**src/rtl/atm_keypad_frontend.sv**
```systemverilog
// ATM keypad front end: collects account, PIN, operation and amount from key strobes,
// issues the request to the ATM and tracks its response or a timeout.
module atm_keypad_frontend #(
   parameter int unsigned TIMEOUT_CYCLES = 64
) (
   input  logic        clk,
   input  logic        rst,
   input  logic        key_valid,
   input  logic [3:0]  key_code,
   input  logic        lang_sel,
   input  logic [2:0]  atm_state,
   input  logic        atm_success,
   input  logic [31:0] atm_balance,
   output logic [3:0]  acc_num,
   output logic [15:0] pin,
   output logic [15:0] new_pin,
   output logic [31:0] amount,
   output logic [2:0]  operation,
   output logic        language,
   output logic        busy,
   output logic        done,
   output logic [1:0]  err,
   output logic [31:0] result_balance
);

   localparam int unsigned CntW = (TIMEOUT_CYCLES > 1) ? $clog2(TIMEOUT_CYCLES) : 1;
   localparam logic [CntW-1:0] CntLast = CntW'(TIMEOUT_CYCLES - 1);

   localparam logic [3:0] KeyEnter     = 4'hA;
   localparam logic [3:0] KeyCancel    = 4'hB;
   localparam logic [3:0] KeyBalance   = 4'hC;
   localparam logic [3:0] KeyWithdraw  = 4'hD;
   localparam logic [3:0] KeyDeposit   = 4'hE;
   localparam logic [3:0] KeyChangePin = 4'hF;

   localparam logic [2:0] AtmWaiting = 3'd1;
   localparam logic [2:0] AtmMenu    = 3'd2;

   localparam logic [1:0] ErrOk      = 2'd0;
   localparam logic [1:0] ErrDenied  = 2'd1;
   localparam logic [1:0] ErrTimeout = 2'd2;
   localparam logic [1:0] ErrAbort   = 2'd3;

   typedef enum logic [2:0] {
      StAcc, StPin, StOp, StAmt, StNewPin, StIssue, StWait, StDone
   } state_e;

   state_e            state_q, state_d;
   logic [3:0]        acc_q;
   logic [15:0]       pin_q, new_pin_q;
   logic [31:0]       amount_q, rbal_q;
   logic [2:0]        op_q;
   logic              lang_q, busy_q, seen_q;
   logic [1:0]        err_q, fin_err;
   logic [3:0]        dig_cnt_q;
   logic [CntW-1:0]   tmo_cnt_q;
   logic              is_digit, is_enter, is_cancel, tmo;

   assign is_digit  = key_valid && (key_code <= 4'd9);
   assign is_enter  = key_valid && (key_code == KeyEnter);
   assign is_cancel = key_valid && (key_code == KeyCancel);
   assign tmo       = (tmo_cnt_q == CntLast);

   always_ff @(posedge clk) begin
      if (!rst) state_q <= StAcc;
      else      state_q <= state_d;
   end

   always_comb begin
      state_d = state_q;
      fin_err = ErrOk;
      unique case (state_q)
         StAcc: begin
            if (is_cancel && busy_q) begin
               state_d = StDone;
               fin_err = ErrAbort;
            end else if (is_enter) begin
               if (dig_cnt_q != 4'd0) begin
                  state_d = StPin;
               end else begin
                  state_d = StDone;
                  fin_err = ErrAbort;
               end
            end
         end
         StPin, StNewPin: begin
            if (is_cancel || (is_enter && dig_cnt_q != 4'd4)) begin
               state_d = StDone;
               fin_err = ErrAbort;
            end else if (is_enter) begin
               state_d = (state_q == StPin) ? StOp : StIssue;
            end
         end
         StOp: begin
            if (is_cancel) begin
               state_d = StDone;
               fin_err = ErrAbort;
            end else if (key_valid) begin
               case (key_code)
                  KeyBalance:              state_d = StIssue;
                  KeyWithdraw, KeyDeposit: state_d = StAmt;
                  KeyChangePin:            state_d = StNewPin;
                  default:                 ;
               endcase
            end
         end
         StAmt: begin
            if (is_cancel || (is_enter && dig_cnt_q == 4'd0)) begin
               state_d = StDone;
               fin_err = ErrAbort;
            end else if (is_enter) begin
               state_d = StIssue;
            end
         end
         StIssue: begin
            if (tmo) begin
               state_d = StDone;
               fin_err = ErrTimeout;
            end else if (atm_state == AtmMenu) begin
               state_d = StWait;
            end
         end
         StWait: begin
            if (tmo) begin
               state_d = StDone;
               fin_err = ErrTimeout;
            end else if (seen_q && atm_state == AtmWaiting) begin
               state_d = StDone;
               fin_err = atm_success ? ErrOk : ErrDenied;
            end
         end
         StDone: state_d = StAcc;
      endcase
   end

   always_comb begin
      done      = (state_q == StDone);
      operation = 3'd0;
      if (state_q == StWait || (state_q == StIssue && state_d == StWait)) operation = op_q;
   end

   always_ff @(posedge clk) begin
      if (!rst) begin
         acc_q     <= '0;
         pin_q     <= '0;
         new_pin_q <= '0;
         amount_q  <= '0;
         rbal_q    <= '0;
         op_q      <= '0;
         lang_q    <= 1'b0;
         busy_q    <= 1'b0;
         seen_q    <= 1'b0;
         err_q     <= ErrOk;
         dig_cnt_q <= '0;
         tmo_cnt_q <= '0;
      end else if (state_d == StDone) begin
         acc_q     <= '0;
         pin_q     <= '0;
         new_pin_q <= '0;
         amount_q  <= '0;
         op_q      <= '0;
         busy_q    <= 1'b0;
         dig_cnt_q <= '0;
         err_q     <= fin_err;
         // Balance is only taken on a real ATM completion, never on timeout.
         if (state_q == StWait && !tmo) rbal_q <= atm_balance;
      end else begin
         if (state_d != state_q) dig_cnt_q <= '0;
         if (state_d == StIssue && state_q != StIssue) begin
            tmo_cnt_q <= '0;
            seen_q    <= 1'b0;
         end else if (state_q == StIssue || state_q == StWait) begin
            tmo_cnt_q <= tmo_cnt_q + CntW'(1);
         end
         case (state_q)
            StAcc: if (is_digit) begin
               acc_q     <= key_code;
               busy_q    <= 1'b1;
               err_q     <= ErrOk;
               dig_cnt_q <= 4'd1;
               if (!busy_q) lang_q <= lang_sel;
            end
            StPin: if (is_digit && dig_cnt_q < 4'd4) begin
               pin_q     <= {pin_q[11:0], key_code};
               dig_cnt_q <= dig_cnt_q + 4'd1;
            end
            StNewPin: if (is_digit && dig_cnt_q < 4'd4) begin
               new_pin_q <= {new_pin_q[11:0], key_code};
               dig_cnt_q <= dig_cnt_q + 4'd1;
            end
            StOp: if (key_valid) begin
               case (key_code)
                  KeyBalance:   op_q <= 3'd3;
                  KeyWithdraw:  op_q <= 3'd4;
                  KeyDeposit:   op_q <= 3'd5;
                  KeyChangePin: op_q <= 3'd6;
                  default:      ;
               endcase
            end
            // Nine decimal digits always fit in 32 bits.
            StAmt: if (is_digit && dig_cnt_q < 4'd9) begin
               amount_q  <= amount_q * 32'd10 + 32'(key_code);
               dig_cnt_q <= dig_cnt_q + 4'd1;
            end
            StWait: if (atm_state == op_q) seen_q <= 1'b1;
            default: ;
         endcase
      end
   end

   assign acc_num        = acc_q;
   assign pin            = pin_q;
   assign new_pin        = new_pin_q;
   assign amount         = amount_q;
   assign language       = lang_q;
   assign busy           = busy_q;
   assign err            = err_q;
   assign result_balance = rbal_q;

endmodule
```
**config.mk**
```make
export PLATFORM = sky130hd
export DESIGN_NAME = atm_keypad_frontend
export DESIGN_NICKNAME = d
export VERILOG_FILES = /design/src/rtl/atm_keypad_frontend.sv
export SDC_FILE = /design/constraint.sdc
export NUM_CORES = 1
export LEC_CHECK = 0
export CAP_MARGIN = 5
export CORE_ASPECT_RATIO = 1.1
export CORE_UTILIZATION = 40
export DETAILED_ROUTE_END_ITERATION = 10
export SYNTH_ARGS = -nofsm -noshare
export SYNTH_HDL_FRONTEND = slang
export SYNTH_SLANG_ARGS = --single-unit
```
**constraint.sdc**
```tcl
create_clock -name clk -period 7.5 [get_ports clk]
set_input_delay 0.75 -clock clk [delete_from_list [all_inputs] [get_ports clk]]
set_output_delay 0.75 -clock clk [all_outputs]
set_load 0.1 [all_outputs]
```
=== After elaboration in Yosys (flattened, before gate mapping) ===
Cells that the tools add are included.

* Memories kept: 0
* Logic and storage cells: 124
* ROM bits: 0
* Flip-flop bits (word level): 121
* Memory bits (writable): 0
* Output and inout port bits: 108
* Latch bits: 0

* Shifts and indexed selects: 0
* Muxes and demuxes: 42
* Magnitude comparators: 3
* Bitwise operators: 3
* Divide/modulo/power cells: 0
* $add $sub $neg: 3
* Reduce and logical (&&, ||, !) cells: 36
* Eq/ne operators: 23
* Multipliers: 1

{| class="wikitable"
|+ Operators by type and width
! kind !! number
|-
| $mux 3 || 15
|-
| $add 32x4->32 || 1
|-
| $mul 32x3->31 const B || 1
|-
| $eq 4x4->1 const B || 6
|-
| $mux 2 || 11
|-
| $eq 3x3->1 const B || 7
|-
| $pmux 3 s7 || 1
|-
| $mux 4 || 4
|-
| $reduce_and 2->1 || 7
|-
| $logic_and 1x1->1 || 12
|-
| $mux 6 || 2
|-
| $pmux 2 s6 || 1
|-
| $pmux 3 s4 || 1
|-
| $pmux 4 s3 || 1
|-
| $eq 3x2->1 const B || 3
|-
| $pmux 3 s3 || 1
|-
| $reduce_bool 4->1 || 2
|-
| $add 6x1->6 const B || 1
|-
| $eq 3x1->1 const B || 2
|-
| $eq 6x6->1 const B || 1
|-
| $reduce_bool 2->1 || 3
|-
| $reduce_or 2->1 || 3
|-
| $mux 1 || 5
|-
| $add 4x1->4 const B || 1
|-
| other kinds (14) || 19
|}

=== Longest topological paths before layout ===
Gate-level depths: netlist of the first run.

* Depth in word-level cells: 11
* Gate-level depth with buffers: 15
* Mapped depth without buffers: 14

=== Least setup slack after synthesis of the first run ===
Ideal clock, no wire load.

* Path type: register to register
* Start point: register amount_q[1] (netlist: amount[1])
* End point: register amount_q[31] (netlist: amount[31])
* Arrival time: 4.465 ns
* Path buffers: 0
* Clock period less this slack: 4.556 ns
* Path slack: 2.944 ns
* Cell stages (with the launch flop): 12
* Setup time: 0.091 ns
* Path through: dfxtp_1 > ha_1 > ha_1 > inv_1 > fa_1 > or3_1 > or4_4 > nor3_4 > nand4_1 > or4_1 > or4_1 > a311oi_1

* Longest elaborated chain between the ends: 2

{| class="wikitable"
|+ Ends and longest elaborated chain
! what !! RTL line !! text
|-
| from (decl) || 51 || <nowiki>logic [31:0] amount_q, rbal_q;</nowiki>
|-
| from (signal assigned) || 202 || <nowiki>amount_q <= amount_q * 32'd10 + 32'(key_code);</nowiki>
|-
| $mul 32x3->31 || 202 ||
|-
| $add 32x4->32 || 202 ||
|}

No other way between the ends.
A chain may end at the register's enable or synchronous reset.

=== Final worst setup path of the first run ===
* Start point: input key_code[1]
* End point: output operation[0]

* Longest elaborated chain between the ends: 10
* Elaborated cells between the ends (all ways): 28
* Those cells by class: eq/ne (7); mux (11); reduce/logical (10)

{| class="wikitable"
|+ Ends and longest elaborated chain
! what !! RTL line !! text
|-
| from (decl) || 9 || <nowiki>input logic [3:0] key_code,</nowiki>
|-
| $eq 4x4->1, on equally long branches || 99, 60 ||
|-
| $reduce_or 2->1 or $logic_and 1x1->1 (tied branches) || 99, 60 ||
|-
| $pmux 3 s3 (tied with other cells) || 99 || <nowiki>case (key_code)</nowiki>
|-
| $mux 3 (tied with other cells) || 98 || <nowiki>end else if (key_valid) begin</nowiki>
|-
| $mux 3, on equally long branches || 95, 108, 87 ||
|-
| $pmux 3 s7 * || 72 || <nowiki>unique case (state_q)</nowiki>
|-
| $eq 3x3->1 * || 139 || <nowiki>if (state_q == StWait || (state_q == StIssue && state_d == StWait)) operation = op_q;</nowiki>
|-
| $logic_and 1x1->1 * || 139 ||
|-
| $logic_or 1x1->1 * || 139 ||
|-
| $mux 3 * || 139 ||
|-
| to (decl) || 18 || <nowiki>output logic [2:0] operation,</nowiki>
|}

Every way passes the cells marked *; elsewhere a longest branch is shown, timed or not.

==> results of run 1 <==
[cells in the mapped netlist (4+ instances only)]
| cell type | n | area [um2] |
|---|---|---|
| xor2_1 | 31 | 272 |
| o221ai_1 | 4 | 35.0 |
| ha_1 | 61 | 763 |
| clkbuf_1 | 44 | 165 |
| a31oi_1 | 4 | 25.0 |
| nand4_1 | 13 | 81.3 |
| inv_1 | 26 | 97.6 |
| a21boi_0 | 27 | 203 |
| nand2b_1 | 11 | 68.8 |
| o31ai_1 | 4 | 30.0 |
| o21a_1 | 5 | 37.5 |
| o211ai_1 | 4 | 30.0 |
| nand2_1 | 186 | 698 |
| a21boi_1 | 8 | 60.1 |
| nor4_1 | 6 | 37.5 |
| buf_6 | 4 | 45.0 |
| and2_1 | 6 | 37.5 |
| a21oi_1 | 91 | 455 |
| nor3b_1 | 5 | 37.5 |
| nor3_1 | 14 | 70.1 |
| or4_1 | 5 | 37.5 |
| a21o_1 | 14 | 105 |
| xnor2_1 | 25 | 219 |
| dfxtp_1 | 121 | 2420 |
| a211oi_1 | 25 | 188 |
| or3_1 | 8 | 50.1 |
| and3_1 | 8 | 50.1 |
| nand4b_1 | 5 | 43.8 |
| o21ai_0 | 27 | 135 |
| a311oi_1 | 4 | 35.0 |
| nor2b_1 | 12 | 75.1 |
| mux2i_1 | 5 | 50.1 |
| nand3b_1 | 4 | 30.0 |
| nand3_1 | 24 | 120 |
| nor2_1 | 80 | 300 |
[final cells by class]
class                           instances  area, um2  share of cell area
Clock buffer                           20        447              0.0450
Clock inverter                         12        149              0.0150
Inverter                               26       97.6             0.00983
Multi-Input combinational cell        784       4950               0.499
Timing Repair Buffer                  157       1560               0.157
Tap cell                              243        304              0.0306
Sequential cell                       121       2420               0.244
[critical path: cells and delay by family]
family	cells	cell delay, ps
AOI/OAI and AO/OA	4	1040
buffers and inverters	2	1940
and+or+nand+nor	3	730
[stage by stage]
step	power [W]	instance area [um2]
after floorplan	0.00101	7730
after global placement	0.00110	9340
after detailed placement	0.00109	9340
after CTS	0.00194	9930
after global routing	0.00201	9930
final	0.00192	9930
[state kept, by name, summed over array words and instances (netlist names), 2 cells and up]
register	count
err	2
result_balance	32
dig_cnt_q	4
pin	16
tmo_cnt_q	6
op_q	3
acc_num	4
new_pin	16
state_q	3
amount	32
[worst paths after layout]
path	slack, ps	endpoint
max	2280	operation[0]
min	450	result_balance[9]$_SDFFE_PN0P_
max reg2reg	3240	amount[31]$_SDFFE_PP0P_
min reg2reg	450	result_balance[9]$_SDFFE_PN0P_
[cell families (layout without fill, tap and decap cells)]
| kind of cell | count (synthesis) | count (layout) | synth area share |
|---|---|---|---|
| simple gates | 408 | 408 | 0.251 |
| flops | 121 | 121 | 0.313 |
| mux | 7 | 7 | 0.00939 |
| xor+xnor | 56 | 56 | 0.0634 |
| buf+inv | 81 | 215 | 0.0477 |
| compound gates | 250 | 250 | 0.212 |
| fa+ha+maj | 63 | 63 | 0.104 |
[placed cells by master, fill, tap and decap left out, drive strengths merged, types with 27 or more instances in the layout]
| cell | Yosys | layout |
|---|---|---|
| nand2 | 186 | 186 |
| clkdlybuf4s50 | 1 | 151 |
| dfxtp | 121 | 121 |
| a21oi | 93 | 93 |
| nor2 | 80 | 80 |
| ha | 61 | 61 |
| a21boi | 35 | 35 |
| xor2 | 31 | 31 |
| o21ai | 31 | 31 |
| inv | 26 | 27 |
[layer usage]
layer  vias up  global-route usage
met4         0              0.0725
li1       3724                   -
met3        22              0.0573
met1      3314               0.275
met5         -                   0
met2       171               0.347
[power by group]
group | switching [W] | leakage (nW) | internal, W
Clock | 0.000309 | 0.294 | 0.000530
Combinational | 0.000242 | 2.42 | 0.000129
Sequential | 0.0000459 | 0.976 | 0.000666
Total | 0.000597 | 3.69 | 0.00132
==> summary.md, run 1 <==
| Metric | Value |
|---|---|
| Root Buffer | `clkbuf_16` |
| ANT cells | `0` |
| Number of synthesized flops with an enable pin | `0` |
| Number of remaining DRC errors | `0` |
| Die footprint | `between 15000 and 20000 um2` |
| Max Slew Vio Count | `0` |
| Total congestion overflow | `0` |
| Clock Skews | `9.38 ps` |
| IO Count | `about 150` |
| Clock transition at path regs | `roughly 60 ps` |
| Async S/R FF share, synth | `0` |
| Yosys cell types | `a little over 80` |
| CTS tree | `done` |
| CTS H-Tree Depth | `4` |
| Met2 WL | `between 9 and 10 mm` |
| Dominant synthesized flop cell | `dfxtp_1` |
| Startpoint types | `primary input` |
| Post-route ant nets | `0` |
| Cts bufs inserted | `17` |
| Post-synthesis area per instance | `between 7 and 8 um2` |
| Post-CTS Hold Fix Bufs | `0` |
| Total global-route track usage | `0.214` |
| Hold Crit Start | `result_balance[9]$_SDFFE_PN0P_` |
| Sink Count | `approximately 120` |
| RSZ-0062 raised after global routing | `false` |
| Cell area after synthesis | `slightly below 8000 um2` |
| R2R cell count | `12` |
| Routed wl met3 | `roughly 1.1 mm` |
| Register area share after synthesis | `0.313` |
| PwrDens | `194 nW/um2` |
| Most used cell, CP | `o21ai_0` |
| WP data arrival | `4470 ps` |
| Post_cts resized | `0` |
| Port Buffers | `151` |
| Critical Path Start | `key_code[1]` |
| DR WL/cell | `15.2 um` |
| Critical path's slowest cell | `clkdlybuf4s50_1` |
| Hold path depth | `2` |
| CP max FO | `13` |
| Core area | `18700 um2` |
| Area Overhead vs Synth | `28.5%` |
| Critical Path, Cell by Cell | `clkdlybuf4s50_1 > nand4b_1 > o21ai_0 > o21ai_0 > a2111o_1 > nor4_1 > o21ai_0 > nor2_1 > clkdlybuf4s50_1` |
| Worst skew pair latency | `about 420 ps` |
| First-pass GRT wire length | `~34 mm` |
| Leak Pwr | `~3.7 nW` |
| Fin. Hold Viols | `0` |
| Status | `finished, final reports clean` |
| Initial core utilization | `0.414` |
| Yosys warning count | `0` |
| Post-detail-place hpwl | `~15 mm` |
| CP Data Required Time | `between 6000 and 7000 ps` |
| Via Count | `about 7200` |
| Post-detailed-route via-to-cell ratio | `about 5.3` |
| Max Fclk | `roughly 190 MHz` |
| CP Class | `in2out` |
| HP Class | `reg2reg` |
| Drt total wl | `roughly 21 mm` |
| Antenna violations before repair | `0` |
| Nets | `about 1200` |
| Non-Filler Instances | `roughly 1400` |
| Max Cap Viol | `0` |
| Reg2reg start | `amount[8]$_SDFFE_PP0P_` |
| Setup Viol. Count Final | `0` |
| CTS Buffer Depth | `2` |
| CP endpoint kind | `output port` |
| Dpl ws | `~2300 ps` |
| Die width | `135 um` |
| Setup TNS | `0 ps` |
| Slew @ Worst Pin | `1060 ps` |
| Fin Hold WS | `approximately 450 ps` |
| Crit-path max cell delay | `approximately 1200 ps` |
| Post-CTS Setup Bufs | `0` |
| Largest net degree at the start of global routing | `56` |
| Final Cycle Share | `0.696` |
| Slew HR | `0.292` |
| M1 wire length | `9.67 mm` |
| VDD IR max | `~0.19 mV` |
| Placed cell count | `~1300` |
| Die span in y | `148 um` |
| FILL cells | `about 1800` |
| Drt first pass iters | `5` |
| Max Used Layer | `met4` |
| Row Count | `between 50 and 60` |
| Routability cong. | `0.860` |
| Share of layout cells above drive strength 1 | `0.0536` |
| First DRT Iteration DRCs | `508` |
| Setup ws final | `between 2000 and 2500 ps` |
| Vias in the first global route | `about 6800` |
| #FFs+latches synth | `around 120` |
| Net Count, Synth | `about 1100` |
| Final Core Density | `0.532` |
| Crit path time final | `between 5000 and 6000 ps` |
| Synthesized instance count | `986` |
Power figures use the tool's default switching activity.
==> inputs of run 2 (changes only) <==
Clock period 7.5 ns to 5.3 ns, I/O delays scaled along.
==> summary.md, run 2 (synthesis gave the netlist of run 1 again) <==
| Metric | Value |
|---|---|
| VDD IR max | `0.216 mV (+12%)` |
| First-pass GRT wire length | `34.4 mm (+0.71%)` |
| Cts bufs inserted | `17 (unchanged)` |
| Startpoint types | `flip-flop` |
| Most common cell after layout, fill and taps aside | `nand2_1` |
| Area Overhead vs Synth | `29.4%` |
| Total global-route track usage | `0.216 (+0.00127)` |
| HP Class | `reg2reg` |
| CP max FO | `10 (-3)` |
| Final Cycle Share | `0.804` |
| Crit-path max cell delay | `530 ps (-620 ps)` |
| Critical path's slowest cell | `or4_1` |
| Critical Path, Cell by Cell | `ha_1 > ha_1 > a21oi_1 > nand2b_1 > o21ai_1 > nand2_1 > a221oi_1 > xnor2_1 > nand3_1 > or4_1 > or4_1 > a311oi_1` |
| CP endpoint kind | `flip-flop` |
| Total congestion overflow | `0 (unchanged)` |
| WP data arrival | `4590 ps (+120 ps)` |
| Most frequent cells in the layout | `185 x nand2_1, 148 x clkdlybuf4s50_1, 121 x dfxtp_1, 91 x a21oi_1, 80 x nor2_1` |
| Storage element area | `2420 um2 (unchanged)` |
| Max Fclk | `~230 MHz` |
| Crit path time final | `4260 ps` |
| Power Internal | `0.00189 W (+42%)` |
| Status | `finished, final reports clean` |
| Largest net degree at the start of global routing | `42 (-25%)` |
| Clock share of power | `0.438 (+0.002)` |
| Setup TNS | `0 ps (unchanged)` |
| Design area | `10000 um2 (+0.74%)` |
| Leak Pwr | `3.74 nW (+1.4%)` |
| CTS tree | `done` |
| Post-CTS Setup Bufs | `0 (unchanged)` |
| Fin. Hold Viols | `0 (unchanged)` |
| Initial core utilization | `0.414 (unchanged)` |
| Share of layout cells above drive strength 1 | `0.0630 (+0.00943)` |
| Via Count | `7288 (+0.79%)` |
| CTS Buffer Depth | `2 (unchanged)` |
| FILL cells | `1780 (-2.9%)` |
| CTS H-Tree Depth | `4 (unchanged)` |
| Drt total wl | `20.9 mm (+0.75%)` |
| Switch Pwr | `0.000861 W (+44%)` |
| Post_cts resized | `0 (unchanged)` |
| Die footprint | `19900 um2 (unchanged)` |
| Post-route ant nets | `0 (unchanged)` |
| Root Buffer | `clkbuf_16` |
| DR WL/cell | `15.3 um (+0.24%)` |
| Max Slew Vio Count | `0 (unchanged)` |
| Vias in the first global route | `6790 (+0.25%)` |
| Combinational Power Share | `0.199 (+0.006)` |
| Port Buffers | `151 (unchanged)` |
| Placed Area | `9390 um2 (+0.62%)` |
| Number of remaining DRC errors | `0 (unchanged)` |
| Antenna violations before repair | `0 (unchanged)` |
| ANT cells | `0 (unchanged)` |
| Max Cap Viol | `0 (unchanged)` |
| IO Count | `152 (unchanged)` |
| Setup Viol. Count Final | `0 (unchanged)` |
| Delay-heaviest family, CP | `simple AND/OR/NAND/NOR gates` |
| Worst skew pair latency | `420 ps (about the same)` |
| Core area | `18700 um2 (unchanged)` |
| CP Class | `reg2reg` |
| Clock Skews | `12.0 ps (+2.62 ps)` |
| Sink Count | `121 (unchanged)` |
| Clock transition at path regs | `60 ps (about the same)` |
| Die span in y | `148 um (unchanged)` |
| Routability cong. | `0.866 (+0.71%)` |
| Nets | `1221 (+0.58%)` |
| Post-detail-place hpwl | `15.5 mm (+2.7%)` |
| First DRT Iteration DRCs | `497 (-2.2%)` |
| Drt first pass iters | `5 (unchanged)` |
| Net Sw Frac | `0.313 (+0.00285)` |
| CP bufs+invs | `0 (-2)` |
| Dpl ws | `638 ps (-1700 ps)` |
| Fin Hold WS | `453 ps (-0.964 ps)` |
| RSZ-0062 raised after global routing | `false` |
| Die width | `135 um (unchanged)` |
| Post-detailed-route via-to-cell ratio | `5.32 (+0.27%)` |
| Area of the multi-input gates | `4950 um2 (unchanged)` |
| Post-CTS Hold Fix Bufs | `0 (unchanged)` |
| Slew @ Worst Pin | `1050 ps (-10.4 ps)` |
| Setup ws final | `1040 ps (-1240 ps)` |
| Reg power frac | `0.364 (-0.007)` |
| CP Data Required Time | `5630 ps (-1120 ps)` |
| Slew HR | `0.299 (+0.00699)` |
| PwrDens | `275 nW/um2 (+42%)` |
| Row Count | `52 (unchanged)` |
[run 2: cell types whose count changed in the layout (fill, tap and decap cells not counted), sizes merged]
cell           before  now
buf                 6   16
clkdlybuf4s50     151  148
inv                27   29
clkbuf             20   19
clkinv              7    6
[run 2: worst reg2reg max path, cell delays in order (launching register included)]
cell and delay, ps:
dfxtp_1 400, ha_1 260, ha_1 430, a21oi_1 320, nand2b_1 90, o21ai_1 450
nand2_1 180, a221oi_1 350, xnor2_1 310, nand3_1 210, or4_1 530, or4_1 410
a311oi_1 250
[run 2: final timing paths]
check                           slack [ps]                              end  cells past startpoint                            start
worst max-delay path                  1040          amount[31]$_SDFFE_PP0P_                     12           amount[8]$_SDFFE_PP0P_
worst max register to register        1040          amount[31]$_SDFFE_PP0P_                     12           amount[8]$_SDFFE_PP0P_
worst min-delay path                   450  result_balance[24]$_SDFFE_PN0P_                      2  result_balance[24]$_SDFFE_PN0P_
worst min register to register         450  result_balance[24]$_SDFFE_PN0P_                      2  result_balance[24]$_SDFFE_PN0P_
[run 2: layer usage]
metal / vias to the layer above / track usage / part of all wire / wire (um)
met3: 20 / 0.0696 / 0.070 / 1470
met5: - / 0 / 0 / 0
li1: 3736 / - / - / -
met2: 208 / 0.360 / 0.47 / 9880
met4: 0 / 0.0584 / 0.013 / 268
met1: 3324 / 0.266 / 0.44 / 9280
[run 2: per-stage QoR]
stage | instances | power [W] | util
3_5_place_dp | 1338 | 0.00156 | 0.503
5_1_grt | 1370 | 0.00287 | 0.536
4_1_cts | 1370 | 0.00278 | 0.536
3_3_place_gp | 1338 | 0.00156 | 0.503
2_1_floorplan | 986 | 0.00142 | -
6_report | 1370 | 0.00275 | 0.536
[run 2: cell type report]
| cell class | count | share of cell area |
|---|---|---|
| Inverter | 26 | 0.00975 |
| Clock inverter | 13 | 0.0169 |
| Multi-Input combinational cell | 784 | 0.495 |
| Clock buffer | 19 | 0.0443 |
| Timing Repair Buffer | 164 | 0.161 |
| Sequential cell | 121 | 0.242 |
| Tap cell | 243 | 0.0304 |
[run 2: power groups by stage]
| stage | combinational (W) | clock, W | sequential (W) |
|---|---|---|---|
| CTS | 0.000547 | 0.00124 | 0.000998 |
| floorplan | 0.000329 | 0 | 0.00109 |
| global route | 0.000590 | 0.00127 | 0.00101 |
| finish | 0.000546 | 0.00120 | 0.00100 |
| global placement | 0.000542 | 0 | 0.00102 |
| detailed placement | 0.000543 | 0 | 0.00102 |
==> inputs of run 3 (changes only) <==
Clock period 5.3 ns to 4.15 ns, I/O delays scaled along.
==> summary.md, run 3 (synthesis gave the netlist of run 1 again) <==
| Metric | Value |
|---|---|
| Status | `finished, final reports clean` |
| Nets | `1243 (+1.8%)` |
| Clock share of power | `0.440 (+0.002)` |
| Power Internal | `0.00235 W (+25%)` |
| Max Cap Viol | `0 (unchanged)` |
| Post-detailed-route via-to-cell ratio | `5.30 (-0.28%)` |
| Final Cycle Share | `0.945 (+0.141)` |
| CTS H-Tree Depth | `4 (unchanged)` |
| Routability cong. | `0.882 (+1.9%)` |
| Leak Pwr | `3.88 nW (+3.8%)` |
| Combinational Power Share | `0.196 (-0.003)` |
| Slew HR | `0.294 (-0.00522)` |
| Storage element area | `2450 um2 (+1.3%)` |
| Post-CTS Hold Fix Bufs | `0 (unchanged)` |
| Row Count | `52 (unchanged)` |
| HP Class | `reg2reg` |
| Total global-route track usage | `0.216 (+0.000652)` |
| Clock transition at path regs | `60 ps (about the same)` |
| VDD IR max | `0.286 mV (+32%)` |
| Post-detail-place hpwl | `15.4 mm (-1.1%)` |
| Clock Skews | `9.55 ps (-2.46 ps)` |
| Via Count | `7384 (+1.3%)` |
| Die span in y | `148 um (unchanged)` |
| Critical path's slowest cell | `or4_4` |
| Total power draw | `0.00350 W (+27%)` |
| Placed Area | `9630 um2 (+2.5%)` |
| Largest net degree at the start of global routing | `51 (+21%)` |
| Max Slew Vio Count | `0 (unchanged)` |
| CP max FO | `5 (-5)` |
| Most common cell after layout, fill and taps aside | `nand2_1` |
| CTS Buffer Depth | `2 (unchanged)` |
| IO Count | `152 (unchanged)` |
| CP Class | `reg2reg` |
| Crit-path max cell delay | `520 ps (about the same)` |
| Setup Viol. Count Final | `0 (unchanged)` |
| Cts bufs inserted | `17 (unchanged)` |
| Antenna violations before repair | `0 (unchanged)` |
| Root Buffer | `clkbuf_16` |
| First-pass GRT wire length | `34.7 mm (+0.80%)` |
| DR WL/cell | `15.2 um (-0.31%)` |
| Share of layout cells above drive strength 1 | `0.104 (+0.0414)` |
| Core area | `18700 um2 (unchanged)` |
| Fin Hold WS | `450 ps (-3.39 ps)` |
| Net Sw Frac | `0.328 (+0.0145)` |
| Critical Path Start | `amount[1]$_SDFFE_PP0P_` |
| Reg2reg start | `amount[1]$_SDFFE_PP0P_` |
| CP Data Required Time | `4490 ps (-1140 ps)` |
| Crit path time final | `3920 ps (-340 ps)` |
| Critical Path, Cell by Cell | `ha_1 > ha_1 > inv_1 > fa_1 > nand2b_4 > a21boi_1 > or3_1 > nand3_2 > or4_4 > nor3_4 > nand4_1 > or4_4 > or4_1 > a311oi_1` |
| Initial core utilization | `0.414 (unchanged)` |
| Most frequent cells in the layout | `185 x nand2_1, 148 x clkdlybuf4s50_1, 100 x dfxtp_1, 90 x a21oi_1, 80 x nor2_1` |
| Worst skew pair latency | `420 ps (about the same)` |
| Area of the multi-input gates | `4990 um2 (+0.63%)` |
| Design area | `10300 um2 (+2.6%)` |
| Drt total wl | `21.2 mm (+1.3%)` |
| PwrDens | `341 nW/um2 (+24%)` |
| CP endpoint kind | `flip-flop` |
| Sink Count | `121 (unchanged)` |
| Area Overhead vs Synth | `32.8%` |
| Number of remaining DRC errors | `0 (unchanged)` |
| Reg power frac | `0.364 (about the same)` |
| CTS tree | `done` |
| Hold Crit Start | `result_balance[23]$_SDFFE_PN0P_` |
| ANT cells | `0 (unchanged)` |
| Final Core Density | `0.550 (+0.0139)` |
| Setup TNS | `0 ps (unchanged)` |
| Vias in the first global route | `6969 (+2.6%)` |
| Drt first pass iters | `4 (-1)` |
| Slew @ Worst Pin | `1060 ps (+7.80 ps)` |
| Startpoint types | `flip-flop` |
| Max Fclk | `255 MHz (+8.7%)` |
| Port Buffers | `151 (unchanged)` |
| WP data arrival | `4260 ps (-330 ps)` |
| RSZ-0062 raised after global routing | `false` |
| First DRT Iteration DRCs | `395 (-21%)` |
| Switch Pwr | `0.00115 W (+33%)` |
| Total congestion overflow | `0 (unchanged)` |
| Fin. Hold Viols | `0 (unchanged)` |
| Die footprint | `19900 um2 (unchanged)` |
| FILL cells | `1832 (+2.9%)` |
| Post-route ant nets | `0 (unchanged)` |
| Die width | `135 um (unchanged)` |
## run 3: worst paths after layout
path                                      to  depth (start not counted)  slack, ps
max                  amount[31]$_SDFFE_PP0P_                         14        230
min          result_balance[23]$_SDFFE_PN0P_                          2        450
max reg2reg          amount[31]$_SDFFE_PP0P_                         14        230
min reg2reg  result_balance[23]$_SDFFE_PN0P_                          2        450
## run 3: cell type report
| class | count | area share |
|---|---|---|
| Clock buffer | 17 | 0.0414 |
| Clock inverter | 15 | 0.0176 |
| Inverter | 26 | 0.00951 |
| Multi-Input combinational cell | 784 | 0.486 |
| Sequential cell | 121 | 0.239 |
| Tap cell | 243 | 0.0296 |
| Timing Repair Buffer | 186 | 0.177 |
## run 3: stage by stage
stage / instances / worst slack, ps
floorplan: 986 / 0.617
global placement: 1360 / -88.3
detailed placement: 1360 / -156
CTS: 1392 / 128
global route: 1392 / 10.2
finish: 1392 / 228
## run 3: critical path, delay by kind of cell (launching register included)
family	cells	cell delay, ps
buffers and inverters	1	60
flip-flops	1	360
AO/OA/AOI/OAI	2	410
adder cells (fa/ha/maj)	3	850
AND/OR/NAND/NOR	8	2170
## run 3: power by group through the flow
stage	Clock, W	Sequential [W]	Combinational, W
3_3_place_gp	0	0.00130	0.000685
2_1_floorplan	0	0.00140	0.000421
3_5_place_dp	0	0.00130	0.000686
4_1_cts	0.00157	0.00127	0.000689
5_1_grt	0.00162	0.00129	0.000748
6_report	0.00154	0.00128	0.000687
## run 3: routing by layer
| metal | part of all wire | GRT usage | up-vias |
|---|---|---|---|
| met5 | 0 | 0 | - |
| met4 | 0.022 | 0.0882 | 0 |
| met3 | 0.068 | 0.0610 | 28 |
| met2 | 0.44 | 0.339 | 187 |
| met1 | 0.47 | 0.279 | 3384 |
| li1 | - | - | 3785 |
## run 3: repair_timing
action,CTS,global route
setup buffers,0,0
resized for setup,0,7
endpoints found under the hold margin,0,0
setup endpoints to repair,0,1
